`config.mk`:
```
export PLATFORM = sky130hd
export DESIGN_NAME = ccr_unit_flat
export DESIGN_NICKNAME = d
export VERILOG_FILES = /design/src/rtl/ccr_unit_if.sv /design/src/rtl/ccr_unit.sv /design/src/flat_wrapper.sv
export SDC_FILE = /design/constraint.sdc
export NUM_CORES = 1
export LEC_CHECK = 0
export ABC_CLOCK_PERIOD_IN_PS = 5500
export CAP_MARGIN = 20
export CORE_MARGIN = 2
export CORE_UTILIZATION = 50
export DETAILED_ROUTE_END_ITERATION = 10
export PLACE_DENSITY = 0.77
export RECOVER_POWER = 50
export SLEW_MARGIN = 20
export SYNTH_ARGS = -nofsm -noshare
export SYNTH_HDL_FRONTEND = slang
export SYNTH_SLANG_ARGS = --single-unit
```
`constraint.sdc`:
```
create_clock -name clk -period 5.5 [get_ports clk]
set_input_delay 1.1 -clock clk [delete_from_list [all_inputs] [get_ports clk]]
set_output_delay 1.1 -clock clk [all_outputs]
set_load 0.02 [all_outputs]
```
`src/rtl/ccr_unit_if.sv`:
```
// ccr_unit_if: bus bundle for the condition code register unit.
//   Alu flags (alu_c/z/v/n), update mode, direct CCR write (ccr_we/ccr_in),
//   registered ccr, condition selector cc / cc_true, and the DBcc request
//   (dbcc_start/dbcc_count) and result (busy/done/branch/count_out) lines.
//   master: the block driving flags and requests; slave: ccr_unit.
interface ccr_unit_if #(parameter int bits = 16);
    logic            alu_c, alu_z, alu_v, alu_n;
    logic [1:0]      upd_mode;
    logic            ccr_we;
    logic [4:0]      ccr_in;
    logic [4:0]      ccr;
    logic [3:0]      cc;
    logic            cc_true;
    logic            dbcc_start;
    logic [bits-1:0] dbcc_count;
    logic            dbcc_busy;
    logic            dbcc_done;
    logic            dbcc_branch;
    logic [bits-1:0] dbcc_count_out;

    modport master (
        output alu_c, alu_z, alu_v, alu_n, upd_mode, ccr_we, ccr_in, cc,
               dbcc_start, dbcc_count,
        input  ccr, cc_true, dbcc_busy, dbcc_done, dbcc_branch, dbcc_count_out
    );
    modport slave (
        input  alu_c, alu_z, alu_v, alu_n, upd_mode, ccr_we, ccr_in, cc,
               dbcc_start, dbcc_count,
        output ccr, cc_true, dbcc_busy, dbcc_done, dbcc_branch, dbcc_count_out
    );
endinterface

```
`src/rtl/ccr_unit.sv`:
```
// ccr_unit: 68000-style condition code register with DBcc loop sequencer.
//   clk   : single clock, rising edge
//   reset : synchronous, active-high
//   bus   : ccr_unit_if.slave
//     - ccr {X,N,Z,V,C} updated from Alu flags per upd_mode, or loaded
//       directly by ccr_we (which wins over upd_mode)
//     - cc_true: combinational decode of cc against the registered ccr
//     - DBcc: start latches cc/count; EVAL tests the condition, DEC
//       decrements when false, DONE pulses dbcc_done for one cycle
module ccr_unit #(
    parameter int bits = 16
) (
    input  logic      clk,
    input  logic      reset,
    ccr_unit_if.slave bus
);
    typedef enum logic [1:0] {IDLE, EVAL, DEC, DONE} state_t;

    typedef struct packed {
        logic [3:0]      cc;
        logic [bits-1:0] count;
    } dbcc_req_t;

    localparam int XB = 4, NB = 3, ZB = 2, VB = 1, CB = 0;

    function automatic logic cc_eval(input logic [3:0] sel, input logic [4:0] f);
        logic n, z, v, c;
        n = f[NB]; z = f[ZB]; v = f[VB]; c = f[CB];
        case (sel)
            4'h0: cc_eval = 1'b1;
            4'h1: cc_eval = 1'b0;
            4'h2: cc_eval = ~c & ~z;
            4'h3: cc_eval = c | z;
            4'h4: cc_eval = ~c;
            4'h5: cc_eval = c;
            4'h6: cc_eval = ~z;
            4'h7: cc_eval = z;
            4'h8: cc_eval = ~v;
            4'h9: cc_eval = v;
            4'hA: cc_eval = ~n;
            4'hB: cc_eval = n;
            4'hC: cc_eval = n ~^ v;
            4'hD: cc_eval = n ^ v;
            4'hE: cc_eval = ~z & (n ~^ v);
            default: cc_eval = z | (n ^ v);
        endcase
    endfunction

    // ---------------- condition code register ----------------
    logic [4:0] ccr_q;

    always_ff @(posedge clk) begin
        if (reset) begin
            ccr_q <= '0;
        end else if (bus.ccr_we) begin
            ccr_q <= bus.ccr_in;
        end else begin
            case (bus.upd_mode)
                2'b01: ccr_q <= {bus.alu_c, bus.alu_n, bus.alu_z, bus.alu_v, bus.alu_c};
                // extended ops chain multi-word results: Z can only clear
                2'b10: ccr_q <= {bus.alu_c, bus.alu_n, ccr_q[ZB] & bus.alu_z,
                                 bus.alu_v, bus.alu_c};
                2'b11: ccr_q <= {ccr_q[XB], bus.alu_n, bus.alu_z, 1'b0, 1'b0};
                default: ccr_q <= ccr_q;
            endcase
        end
    end

    assign bus.ccr     = ccr_q;
    assign bus.cc_true = cc_eval(bus.cc, ccr_q);

    // ---------------- DBcc sequencer ----------------
    state_t          state, next;
    dbcc_req_t       req_q;
    logic            branch_q;
    logic [bits-1:0] count_q;
    logic            cond_now;
    logic [bits-1:0] dec_val;

    // EVAL reads ccr_q, i.e. the value registered before the EVAL edge
    assign cond_now = cc_eval(req_q.cc, ccr_q);
    assign dec_val  = req_q.count - {{(bits-1){1'b0}}, 1'b1};

    always_ff @(posedge clk) begin
        if (reset) state <= IDLE;
        else       state <= next;
    end

    always_comb begin
        next = state;
        case (state)
            IDLE:    if (bus.dbcc_start) next = EVAL;
            EVAL:    next = cond_now ? DONE : DEC;
            DEC:     next = DONE;
            default: next = IDLE;
        endcase
    end

    always_comb begin
        bus.dbcc_busy = (state != IDLE);
        bus.dbcc_done = (state == DONE);
    end

    // results are written on the edge entering DONE and held until the next one
    always_ff @(posedge clk) begin
        if (reset) begin
            req_q    <= '0;
            branch_q <= 1'b0;
            count_q  <= '0;
        end else begin
            if (state == IDLE && bus.dbcc_start) begin
                req_q.cc    <= bus.cc;
                req_q.count <= bus.dbcc_count;
            end
            if (state == EVAL && cond_now) begin
                branch_q <= 1'b0;
                count_q  <= req_q.count;
            end
            if (state == DEC) begin
                count_q  <= dec_val;
                branch_q <= ~&dec_val;  // loop exits when the counter wraps to -1
            end
        end
    end

    assign bus.dbcc_branch    = branch_q;
    assign bus.dbcc_count_out = count_q;
endmodule

```
`src/flat_wrapper.sv`:
```
// flat-port wrapper written by rule: the top's interface ports become plain ports
module ccr_unit_flat 
#(
    parameter int bits = 16
)
  (clk, reset, bus_alu_c, bus_alu_z, bus_alu_v, bus_alu_n, bus_upd_mode, bus_ccr_we, bus_ccr_in, bus_cc, bus_dbcc_start, bus_dbcc_count, bus_ccr, bus_cc_true, bus_dbcc_busy, bus_dbcc_done, bus_dbcc_branch, bus_dbcc_count_out);
  ccr_unit_if #(.bits(bits)) bus_i ();
  input  logic clk;
  input  logic reset;
  input wire logic [$bits(bus_i.alu_c)-1:0] bus_alu_c;
  input wire logic [$bits(bus_i.alu_z)-1:0] bus_alu_z;
  input wire logic [$bits(bus_i.alu_v)-1:0] bus_alu_v;
  input wire logic [$bits(bus_i.alu_n)-1:0] bus_alu_n;
  input wire logic [$bits(bus_i.upd_mode)-1:0] bus_upd_mode;
  input wire logic [$bits(bus_i.ccr_we)-1:0] bus_ccr_we;
  input wire logic [$bits(bus_i.ccr_in)-1:0] bus_ccr_in;
  input wire logic [$bits(bus_i.cc)-1:0] bus_cc;
  input wire logic [$bits(bus_i.dbcc_start)-1:0] bus_dbcc_start;
  input wire logic [$bits(bus_i.dbcc_count)-1:0] bus_dbcc_count;
  output wire logic [$bits(bus_i.ccr)-1:0] bus_ccr;
  output wire logic [$bits(bus_i.cc_true)-1:0] bus_cc_true;
  output wire logic [$bits(bus_i.dbcc_busy)-1:0] bus_dbcc_busy;
  output wire logic [$bits(bus_i.dbcc_done)-1:0] bus_dbcc_done;
  output wire logic [$bits(bus_i.dbcc_branch)-1:0] bus_dbcc_branch;
  output wire logic [$bits(bus_i.dbcc_count_out)-1:0] bus_dbcc_count_out;
  assign bus_i.alu_c = bus_alu_c;
  assign bus_i.alu_z = bus_alu_z;
  assign bus_i.alu_v = bus_alu_v;
  assign bus_i.alu_n = bus_alu_n;
  assign bus_i.upd_mode = bus_upd_mode;
  assign bus_i.ccr_we = bus_ccr_we;
  assign bus_i.ccr_in = bus_ccr_in;
  assign bus_i.cc = bus_cc;
  assign bus_i.dbcc_start = bus_dbcc_start;
  assign bus_i.dbcc_count = bus_dbcc_count;
  assign bus_ccr = bus_i.ccr;
  assign bus_cc_true = bus_i.cc_true;
  assign bus_dbcc_busy = bus_i.dbcc_busy;
  assign bus_dbcc_done = bus_i.dbcc_done;
  assign bus_dbcc_branch = bus_i.dbcc_branch;
  assign bus_dbcc_count_out = bus_i.dbcc_count_out;
  ccr_unit #(.bits(bits)) u_core (.clk(clk), .reset(reset), .bus(bus_i));
endmodule
```
Word level (Yosys, flattened, before mapping)
Cells that the tools add are included.

operators by class
  muxes and demuxes = 11
  reductions and logical operators = 12
  $add $sub $neg = 1
  equal/unequal tests = 36
  bitwise gates (word level) = 11

operator list
  kind                     count
  $eq A4 B4 Y1 const B     14
  $eq A4 B3 Y1 const B     8
  $mux W16                 2
  $pmux W1 S15             2
  $eq A4 B2 Y1 const B     4
  $reduce_and A16 Y1       1
  $sub A16 B1 Y16 const B  1
  $pmux W5 S3              1
  $eq A2 B2 Y1 const B     4
  $eq A4 B1 Y1 const B     2
  $logic_not A4 Y1         2
  $pmux W2 S3              1
  $mux W5                  1
  $eq A2 B1 Y1 const B     2
  $ne A2 B2 Y1 const B     2
  $not A1 Y1               4
  $reduce_bool A2 Y1       2
  $reduce_bool A4 Y1       1
  $and A1 B1 Y1            3
  $mux W1                  3
  $reduce_bool A3 Y1       1
  $logic_and A1 B1 Y1      2
  $logic_not A2 Y1         1
  $mux W2                  1
  other kinds (5)          6

word-level totals
  bits in registers = 44
  word-level logic and storage cells = 78
  output and inout port bits = 25
  input bits = 35

Depth between registers and ports, before layout
  depth after elaboration = 6
  depth in mapped cells = 9
  gate-level depth less buffers = 8

Least setup slack after synthesis
Ideal clock, no wire load.

  path type = input -> output
  start point = in bus_cc[1]
  end point = out bus_cc_true
  setup slack = 1.924 ns
  data arrival time = 2.476 ns
  stages = 7
  buffers on the path = 1
  data required time = 4.400 ns
  cell sequence = clkbuf_1 -> mux2_2 -> o22a_1 -> o221ai_1 -> o21ai_0 -> a31oi_1 -> o21a_1

on the way
  cells in the longest elaborated chain, start to end = 2
  elaborated cells between the ends (all ways) = 16
  those cells by class = 14 x eq/ne; 1 x mux; 1 x reduce/logical

RTL lines
  element                                     line                RTL
  from (decl)                                 flat_wrapper.sv:17  input wire logic [$bits(bus_i.cc)-1:0] bus_cc;
  $eq A4 B4 Y1, or another cell as far along  ccr_unit.sv:29      case (sel)
  $pmux W1 S15 *                              ccr_unit.sv:29
  to (decl)                                   flat_wrapper.sv:21  output wire logic [$bits(bus_i.cc_true)-1:0] bus_cc_true;

Mark *: on every way between the ends. The rest lies on a longest branch, timed or not.

Worst setup path after layout
Ends and elaborated chain as after synthesis.

==> flow_summary.toml <==
[status]
violations = "capacitance limit, slew limit"
outcome = "complete, but fails checks"

[global_routing]
first_global_vias = 2421
grt_start_max_net_pins = 44
grtUsageTotal_pct = 21.88
antenna_found_initial = 0
grt_pass1_wl_mm = 11.04
grt_overflow = 0

[cells_and_area]
areaGrowthSynthToFinish_pct = 24.11
antenna_cells = 0
final_core_util_pct = 63.58
layout_common_cells = "69 x nand2_1, 44 x a21oi_1, 44 x clkdlybuf4s50_1, 44 x dfxtp_1, 28 x nor2_1"
fin_nets = 450
layout_commonest_cell = "nand2_1"
drive_gt1_share_pct = 5.651

[drt]
vias = 2705
firstDrtPassIters = 6
drt-total-wl_mm = 6.596
ant_nets = 0
drt_iter0_drc = 213
post-route-drc-count = 0
wl_per_cell_um = 13.77
vias_per_cell = 5.647

[timing]
fin_crit_sh_pct = 82.85
setup_viol = 0
fin_crit_ns = 4.557
whs_ns = 0.4827
slew_violations = 44
tightestPinTransition_ns = 1.859
skew_ns = 0.002909
rsz0062_at_grt = "no"
slew_headroom_pct = -23.94
finalSetupTns_ns = 0
finalHoldViolCount = 0
fmax_mhz = 219.5

[clock_tree]
postCtsSetupBuffers = 0
cts_tree = "done"
cts_buffer_depth = 2
cts.clk_slew.worst_paths_ns = 0.08
cts-resized-gates = 0
htreeDepth = 2
clkLatencyLatePin_ns = 0.30
clkSinkCount = 44
cts_hold_repair.buffers = 0
cts-root-buf = "clkbuf_8"
cts_buffers = 5

[logic_synthesis]
synth.area.top_cells = "dfxtp_1 32%, nand2_1 9.3%, a21oi_1 7.9%"
synth_ff_type = "dfxtp_1"
synth_top_cell_area_share_pct = 31.61
synth.avg_cell_area_um2 = 7.592
syn_inst = 367
synth_nets = 411
synth_edf_count = 0
yosysWarnings = 0
synth_cell_types = 58
async_flop_share_pct = 0
ys_ff_latch = 44
netlist_area_um2 = 2786
ys_seq_area_share_pct = 31.61
yosysTopAreaCell = "dfxtp_1"

[floorplanning]
dieArea_um2 = 6186
die_w_um = 78.65
ios = 60
rows = 27
core-area_um2 = 5439
die_y_um = 78.65
start_util_pct = 51.23

[worst_setup_path]
crit_top_cell = "clkdlybuf4s50_1"
critical_path_class = "in2out"
worstPathArrival_ns = 3.46
path_buf_inv = 2
worst_setup_path_start_kind = "input pin"
path_cells = "clkdlybuf4s50_1 > mux2_2 > o22a_1 > o221ai_1 > o21ai_0 > a31oi_1 > o21a_1 > clkdlybuf4s50_1"
critPathRequiredTime_ns = 4.40
critPathTopFamily = "buffers and inverters"
slowest_delay_ns = 0.60
critPathCaptureType = "primary output"
critPathMaxFanout = 7
cp_slowest_cell = "clkdlybuf4s50_1"

[place]
port_buffers = 59
place_hpwl_mm = 4.901
place.gp.congestion = 0.9515

[pwr]
p_clk_share_pct = 18.8
max-vdd-ir-drop_mv = 0.2240
power_per_cell_area_nw_per_um2 = 379.9
p_int_mw = 0.7943
seqPwrFrac_pct = 34.6
p_comb_share_pct = 46.6
p_leak_nw = 1.317
power_switching_mw = 0.5195
swShare_pct = 39.54

[job]
cap_violations = 1

[min_path]
hold_class = "reg2reg"
-- worst min-delay path, stage by stage (launching register included) --
cell and delay (ns):
dfxtp_1 0.31, nand3b_1 0.07, a21oi_1 0.06
-- final timing paths --
kind / start / endpoint / slack (ns) / depth (start not counted)
min: u_core.bus.dbcc_count_out[2]$_SDFFE_PP0P_ / u_core.bus.dbcc_count_out[2]$_SDFFE_PP0P_ / 0.48 / 2
min reg2reg: u_core.bus.dbcc_count_out[2]$_SDFFE_PP0P_ / u_core.bus.dbcc_count_out[2]$_SDFFE_PP0P_ / 0.48 / 2
max: bus_cc[1] / bus_cc_true / 0.94 / 8
max reg2reg: u_core.bus.ccr[2]$_SDFFE_PP0P_ / u_core.bus.dbcc_count_out[3]$_SDFFE_PP0P_ / 3.01 / 6
-- synth_stat cells, types with 3 or more instances --
cell type / number
a21oi_1: 44
a2bb2oi_1: 7
a31oi_1: 5
buf_4: 3
clkbuf_1: 22
dfxtp_1: 44
ha_1: 9
inv_1: 11
mux2_2: 6
mux2i_1: 7
nand2_1: 69
nand2b_1: 3
nand3_1: 10
nand3b_1: 3
nand4_1: 4
nor2_1: 28
nor2b_1: 3
nor3_1: 7
nor3b_1: 3
nor4_1: 4
o211ai_1: 3
o21ai_0: 8
o22ai_1: 3
or4_1: 4
xnor2_1: 11
xor2_1: 7
-- power by group through the flow --
stage	logic [mW]	registers (mW)	clock network, mW
2_1_floorplan	0.421	0.475	0
3_3_place_gp	0.609	0.459	0
3_5_place_dp	0.619	0.461	0
4_1_cts	0.623	0.455	0.250
5_1_grt	0.673	0.465	0.264
6_report	0.612	0.454	0.248
-- layer usage --
metal | track usage [%] | vias up | part of all wire, %
met5 | 0 | - | 0
met4 | 4.912 | 0 | 1.0
met3 | 4.138 | 5 | 5.1
met2 | 37.35 | 73 | 48
met1 | 28.61 | 1262 | 46
li1 | - | 1365 | -
-- cell type report --
type / instances / area, um^2
flip-flops and latches: 44 / 880.8
inverters: 12 / 45.04
well taps: 72 / 90.09
repair buffers: 61 / 601.8
fillers: 486 / 1981
multi-input cells: 282 / 1729
clock inverters: 3 / 42.54
clock buffers: 5 / 68.82
-- cells by family (layout without fill, tap and decap cells) --
| family | Yosys count | count (layout) | synth area share [%] |
|---|---|---|---|
| fa+ha+maj | 9 | 9 | 4.041 |
| buf+inv | 41 | 81 | 6.331 |
| simple gates | 150 | 150 | 25.68 |
| mux | 13 | 13 | 4.939 |
| xor+xnor | 19 | 19 | 6.242 |
| compound gates | 91 | 91 | 21.15 |
| flops | 44 | 44 | 31.61 |
-- sequential cells by signal, indices dropped and copies added (netlist names) --
name	flops
u_core.state	2
u_core.bus.dbcc_count_out	16
u_core.req_q	20
u_core.bus.ccr	5
u_core.bus.dbcc_branch	1
-- per-stage QoR --
step                      power (mW)  std cells  setup slack (ns)  cell area (um^2)
final                          1.314        479            0.9433              3458
after floorplan               0.8954        367             1.924              2786
after detailed placement       1.080        471            0.9644              3351
after CTS                      1.327        479            0.9425              3462
after global routing           1.402        479            0.8274              3458
after global placement         1.069        471             1.021              3351
(Power assumes the default switching activity.)
==> patch 1 (config.mk and constraints unchanged) <==
`bits` is set to 16 in 3 places; all go to 18.
--- a/src/rtl/ccr_unit_if.sv
+++ b/src/rtl/ccr_unit_if.sv
@@ -3,7 +3,7 @@
 //   registered ccr, condition selector cc / cc_true, and the DBcc request
 //   (dbcc_start/dbcc_count) and result (busy/done/branch/count_out) lines.
 //   master: the block driving flags and requests; slave: ccr_unit.
-interface ccr_unit_if #(parameter int bits = 16);
+interface ccr_unit_if #(parameter int bits = 18);
     logic            alu_c, alu_z, alu_v, alu_n;
     logic [1:0]      upd_mode;
     logic            ccr_we;
--- a/src/rtl/ccr_unit.sv
+++ b/src/rtl/ccr_unit.sv
@@ -8,7 +8,7 @@
 //     - DBcc: start latches cc/count; EVAL tests the condition, DEC
 //       decrements when false, DONE pulses dbcc_done for one cycle
 module ccr_unit #(
-    parameter int bits = 16
+    parameter int bits = 18
 ) (
     input  logic      clk,
     input  logic      reset,
--- a/src/flat_wrapper.sv
+++ b/src/flat_wrapper.sv
@@ -1,7 +1,7 @@
 // flat-port wrapper written by rule: the top's interface ports become plain ports
 module ccr_unit_flat 
 #(
-    parameter int bits = 16
+    parameter int bits = 18
 )
   (clk, reset, bus_alu_c, bus_alu_z, bus_alu_v, bus_alu_n, bus_upd_mode, bus_ccr_we, bus_ccr_in, bus_cc, bus_dbcc_start, bus_dbcc_count, bus_ccr, bus_cc_true, bus_dbcc_busy, bus_dbcc_done, bus_dbcc_branch, bus_dbcc_count_out);
   ccr_unit_if #(.bits(bits)) bus_i ();
Interface: changed (resized bus_dbcc_count and bus_dbcc_count_out); port bits go from 60 to 64. The function was not compared with the original's and may differ.
==> patch 1 against the unedited design <==
  * The run still ends with max-capacitance violations, max-slew violations left
  * Critical path type unchanged
  * Critical path depth stayed put
  * Routed wire length down 1.6%
  * Worst setup slack better by 27 ps
  * Sequential cell count grew 4
  * Power down 1.8%
  * Cell count rose by 0.21%
  * Synthesized area increased by 0.81%
  * Combinational power decreased by 9.2%
  * Sequential share of layout area increased by 1.9 points
  * Clock skew about the same
  * Design area is 1.7% higher
  * Critical endpoint unchanged
==> patch 1: results (changes against the unedited design) <==
* Outcome: finished, violations left
* Failing checks: max-capacitance violations, max-slew violations
* Pre-antenna DRT Iters at 4 (-2)
* Async set-or-reset flop fraction in the synthesized netlist at 0 (unchanged)
* Critical-path top delay cell: clkdlybuf4s50_1
* Wl on met1 at 2920 um (-3.2%)
* Htree depth at 2 (unchanged)
* Sw Share at 0.379 (-0.0166)
* Clock Latency Late Sink at 300 ps (about the same)
* Yosys warns at 0 (unchanged)
* Netlist cell types at 52 (-10%)
* GRT Total Usage at 0.220 (+0.00120)
* Seq/Total Area, Yosys at 0.342 (+0.0260)
* CP peak stage delay at 600 ps (about the same)
* Vias in the first global route at 2,545 (+5.1%)
* Endpoints failing setup at 0 (unchanged)
* Final RePlAce weighted congestion at 0.817 (-14%)
* Slew @ Worst Pin at 2220 ps (+361 ps)
* # fillers at 511 (+5.1%)
* Drt total wl at 6490 um (-1.6%)
* Diode count at 0 (unchanged)
* Max VDD drop at 0.000176 V (-21%)
* Via density per instance at 5.63 (-0.39%)
* Syn Nets at 412 (+0.24%)
* Crit path DAT at 3430 ps (-30 ps)
* Largest Register: u_core.req_q
* Pin count of the biggest net entering global routing at 49 (+11%)
* Final HPWL DP at 4670 um (-4.8%)
* Global-route wire length before repair at 11,200 um (+1.4%)
* P_leak at 1.32 nW (about the same)
* Root buffer cell: clkbuf_8
* Pins over their slew limit at 49 (+11%)
* Post-CTS Resized at 0 (unchanged)
* Initial antenna violation count at 0 (unchanged)
* Pre-CTS setup slack at 975 ps (+11.0 ps)
* Dominant cells by area after synthesis: dfxtp_1 (34%), nand2_1 (9.1%), a21oi_1 (6.2%)
* Clock Pin Slew Worst Setup and Hold Paths at 80 ps (about the same)
* Layout cells sized above 1 at 0.0466 (-0.00994)
* Hold crit path type: flop to flop
* Fin nets at 453 (+0.67%)
* Max reg flops at 22 (+10%)
* IO buf count at 63 (+6.8%)
* Max cap viols at 1 (unchanged)
* Metal3 WL at 332 um (-0.90%)
* Post-DRT Antenna Nets at 0 (unchanged)
* Setup bufs post-CTS at 0 (unchanged)
* Final clock skew at 3.05 ps (+0.137 ps)
* Synth top cells by count: nand2_1 (68), dfxtp_1 (48), a21oi_1 (35)
* Initial DRC Count at 148 (-31%)
* Post-synth top flop: dfxtp_1
* Top Metal Used: met4
* Clock buffer depth at 2 (unchanged)
* Metal2 WL at 3170 um (-0.16%)
* Critical path peak fanout at 7 (unchanged)
* CTS buffer count at 5 (unchanged)
## patch 1: changes by cell type after synthesis, sizes merged, moves of 4 or more
cell / unedited run / this run
a21oi: 44 / 35
a2bb2oi: 7 / 0
dfxtp: 44 / 48
a311oi: 0 / 4
a31oi: 5 / 12
mux2: 6 / 2
nand3: 10 / 14
nor2: 28 / 20
nor3: 9 / 17
## patch 1: routing by layer
metal | vias up | track usage
met3 | 5 | 0.0511
met5 | - | 0
met2 | 72 | 0.381
met4 | 0 | 0.0759
li1 | 1376 | -
met1 | 1247 | 0.268
## patch 1: power groups by stage
stage                     Sequential (mW)  Clock (mW)  Combinational [mW]
after floorplan                     0.516           0               0.355
after CTS                           0.485       0.255               0.566
after global routing                0.496       0.272               0.610
after global placement              0.490           0               0.556
after detailed placement            0.493           0               0.565
final                               0.484       0.250               0.556
## patch 1: critical path, delay by kind of cell
kind,cells,cell delay (ps)
compound gates,5,760
mux,1,370
buf+inv,2,1190
## patch 1: final timing paths
path,start,endpoint,slack [ps],cells past startpoint
worst max-delay path,bus_cc[1],bus_cc_true,970,8
worst min-delay path,u_core.bus.dbcc_count_out[14]$_SDFFE_PP0P_,u_core.bus.dbcc_count_out[14]$_SDFFE_PP0P_,480,2
worst max register to register,u_core.req_q[0]$_SDFFE_PP0P_,u_core.bus.dbcc_count_out[14]$_SDFFE_PP0P_,2890,8
worst min register to register,u_core.bus.dbcc_count_out[14]$_SDFFE_PP0P_,u_core.bus.dbcc_count_out[14]$_SDFFE_PP0P_,480,2
## patch 1: cells by family (layout without fill, tap and decap cells)
family | after synthesis | in the layout | synth area share
fa+ha+maj | 9 | 9 | 0.0401
xor+xnor | 16 | 16 | 0.0499
buf+inv | 43 | 85 | 0.0632
flops | 48 | 48 | 0.342
compound gates | 94 | 94 | 0.220
simple gates | 146 | 146 | 0.248
mux | 10 | 10 | 0.0365
## patch 1: layout make-up
type / count / area, um^2 / share of cell area
clock buffer: 6 / 72.6 / 0.0206
clock inverter: 2 / 35.0 / 0.00996
inverter: 12 / 45.0 / 0.0128
multi-input combinational: 275 / 1670 / 0.475
sequential: 48 / 961 / 0.273
tap: 72 / 90.1 / 0.0256
timing repair buffer: 65 / 642 / 0.183
## patch 1: metrics by stage
stage,std cells,instance area (um^2)
2_1_floorplan,366,2810
3_3_place_gp,472,3410
3_5_place_dp,472,3410
4_1_cts,480,3520
5_1_grt,480,3520
6_report,480,3520
==> patch 2 (same flow settings) <==
Made on the original files. The 4 states of `state_t` get a one-hot encoding in 4 bits.
--- a/src/rtl/ccr_unit.sv
+++ b/src/rtl/ccr_unit.sv
@@ -14,7 +14,7 @@
     input  logic      reset,
     ccr_unit_if.slave bus
 );
-    typedef enum logic [1:0] {IDLE, EVAL, DEC, DONE} state_t;
+    typedef enum logic [3:0] {IDLE = 4'b0001, EVAL = 4'b0010, DEC = 4'b0100, DONE = 4'b1000} state_t;
 
     typedef struct packed {
         logic [3:0]      cc;
Check against the original RTL: same outputs for any inputs over 10 cycles, from zero or initial values and one cycle with reset high; not proved beyond that.
==> patch 2 against the unedited design <==
  * The run still ends with max-capacitance violations, max-slew violations left
  * Routed wire length decreased by 3.8%
  * Critical path depth unchanged
  * Worst setup slack got worse by 86 ps
  * Synthesized area decreased by 4.3%
  * Non-clock buffer count unchanged
  * Design area decreased by 3.6%
  * Sequential cell count increased by 2
  * Register-to-register slack got worse by 270 ps
  * Highest routed layer unchanged
Power is not compared: it rests on default switching activity, and its combinational part moved more than twofold at a synthesized area within 25%.
==> patch 2: results (changes against the unedited design) <==
* Global-route wire length before repair at 10,800 um (-2.3%)
* Initial DRC Count at 159 (-25%)
* Placed cells at 458 (-2.8%)
* Synth Area in Compound Gates at 0.214 (+0.00249)
* Max cap viols at 1 (unchanged)
* Fin nets at 435 (-3.3%)
* Yosys top cell area share at 0.345 (+0.0293)
* Final RePlAce weighted congestion at 0.839 (-12%)
* Finished Layout Cells at 466 (-2.7%)
* Pins over their slew limit at 45 (+2.3%)
* Vias in the first global route at 2,323 (-4.0%)
* Outcome: finished, violations left
* Mux contribution to synthesized area at 0.0267 (-0.0226)
* Dominant cells by area after synthesis: dfxtp_1 (35%), nand2_1 (9.3%), a21oi_1 (7.3%)
* Pin count of the biggest net entering global routing at 45 (+2.3%)
* Met2 Use GR at 0.381 (+0.00720)
* Pre-CTS setup slack at 858 ps (-106 ps)
* GRT met1 Usage at 0.278 (-0.00798)
* Vias at 2,628 (-2.8%)
* Failing checks: max-capacitance violations, max-slew violations
* FF-to-FF Start: u_core.req_q[0]$_SDFFE_PP0P_
* Synth top cells by count: nand2_1 (66), dfxtp_1 (46), a21oi_1 (39)
* R2r worst-path depth at 8 (+2)
* Wl on met1 at 2900 um (-4.1%)
* Slew @ Worst Pin at 1850 ps (-9.94 ps)
* Metal3 WL at 355 um (+6.0%)
==> patch 2: cell count changes after synthesis, moves of 4 or more <==
cell / delta
nor3_1: +10
a211o_1: +7
a2bb2oi_1: -7
a21oi_1: -5
mux2_2: -5
nor2_1: +5
a31oi_1: +4
ha_1: -4
inv_1: -4
==> patch 2: layout make-up <==
| type | count | area [um^2] | share of cell area |
|---|---|---|---|
| inverters | 7 | 26.3 | 0.00788 |
| well taps | 70 | 87.6 | 0.0263 |
| multi-input cells | 274 | 1580 | 0.475 |
| flip-flops and latches | 46 | 921 | 0.276 |
| clock inverters | 3 | 45.0 | 0.0135 |
| repair buffers | 61 | 602 | 0.181 |
| clock buffers | 5 | 68.8 | 0.0206 |
==> patch 2: cells by family (layout without fill, tap and decap cells) <==
kind of cell	count (synthesis)	count (layout)
AO/OA/AOI/OAI	87	87
XOR/XNOR	14	14
adder cells (fa/ha/maj)	5	5
buffers and inverters	37	76
flip-flops	46	46
multiplexers	7	7
AND/OR/NAND/NOR	161	161
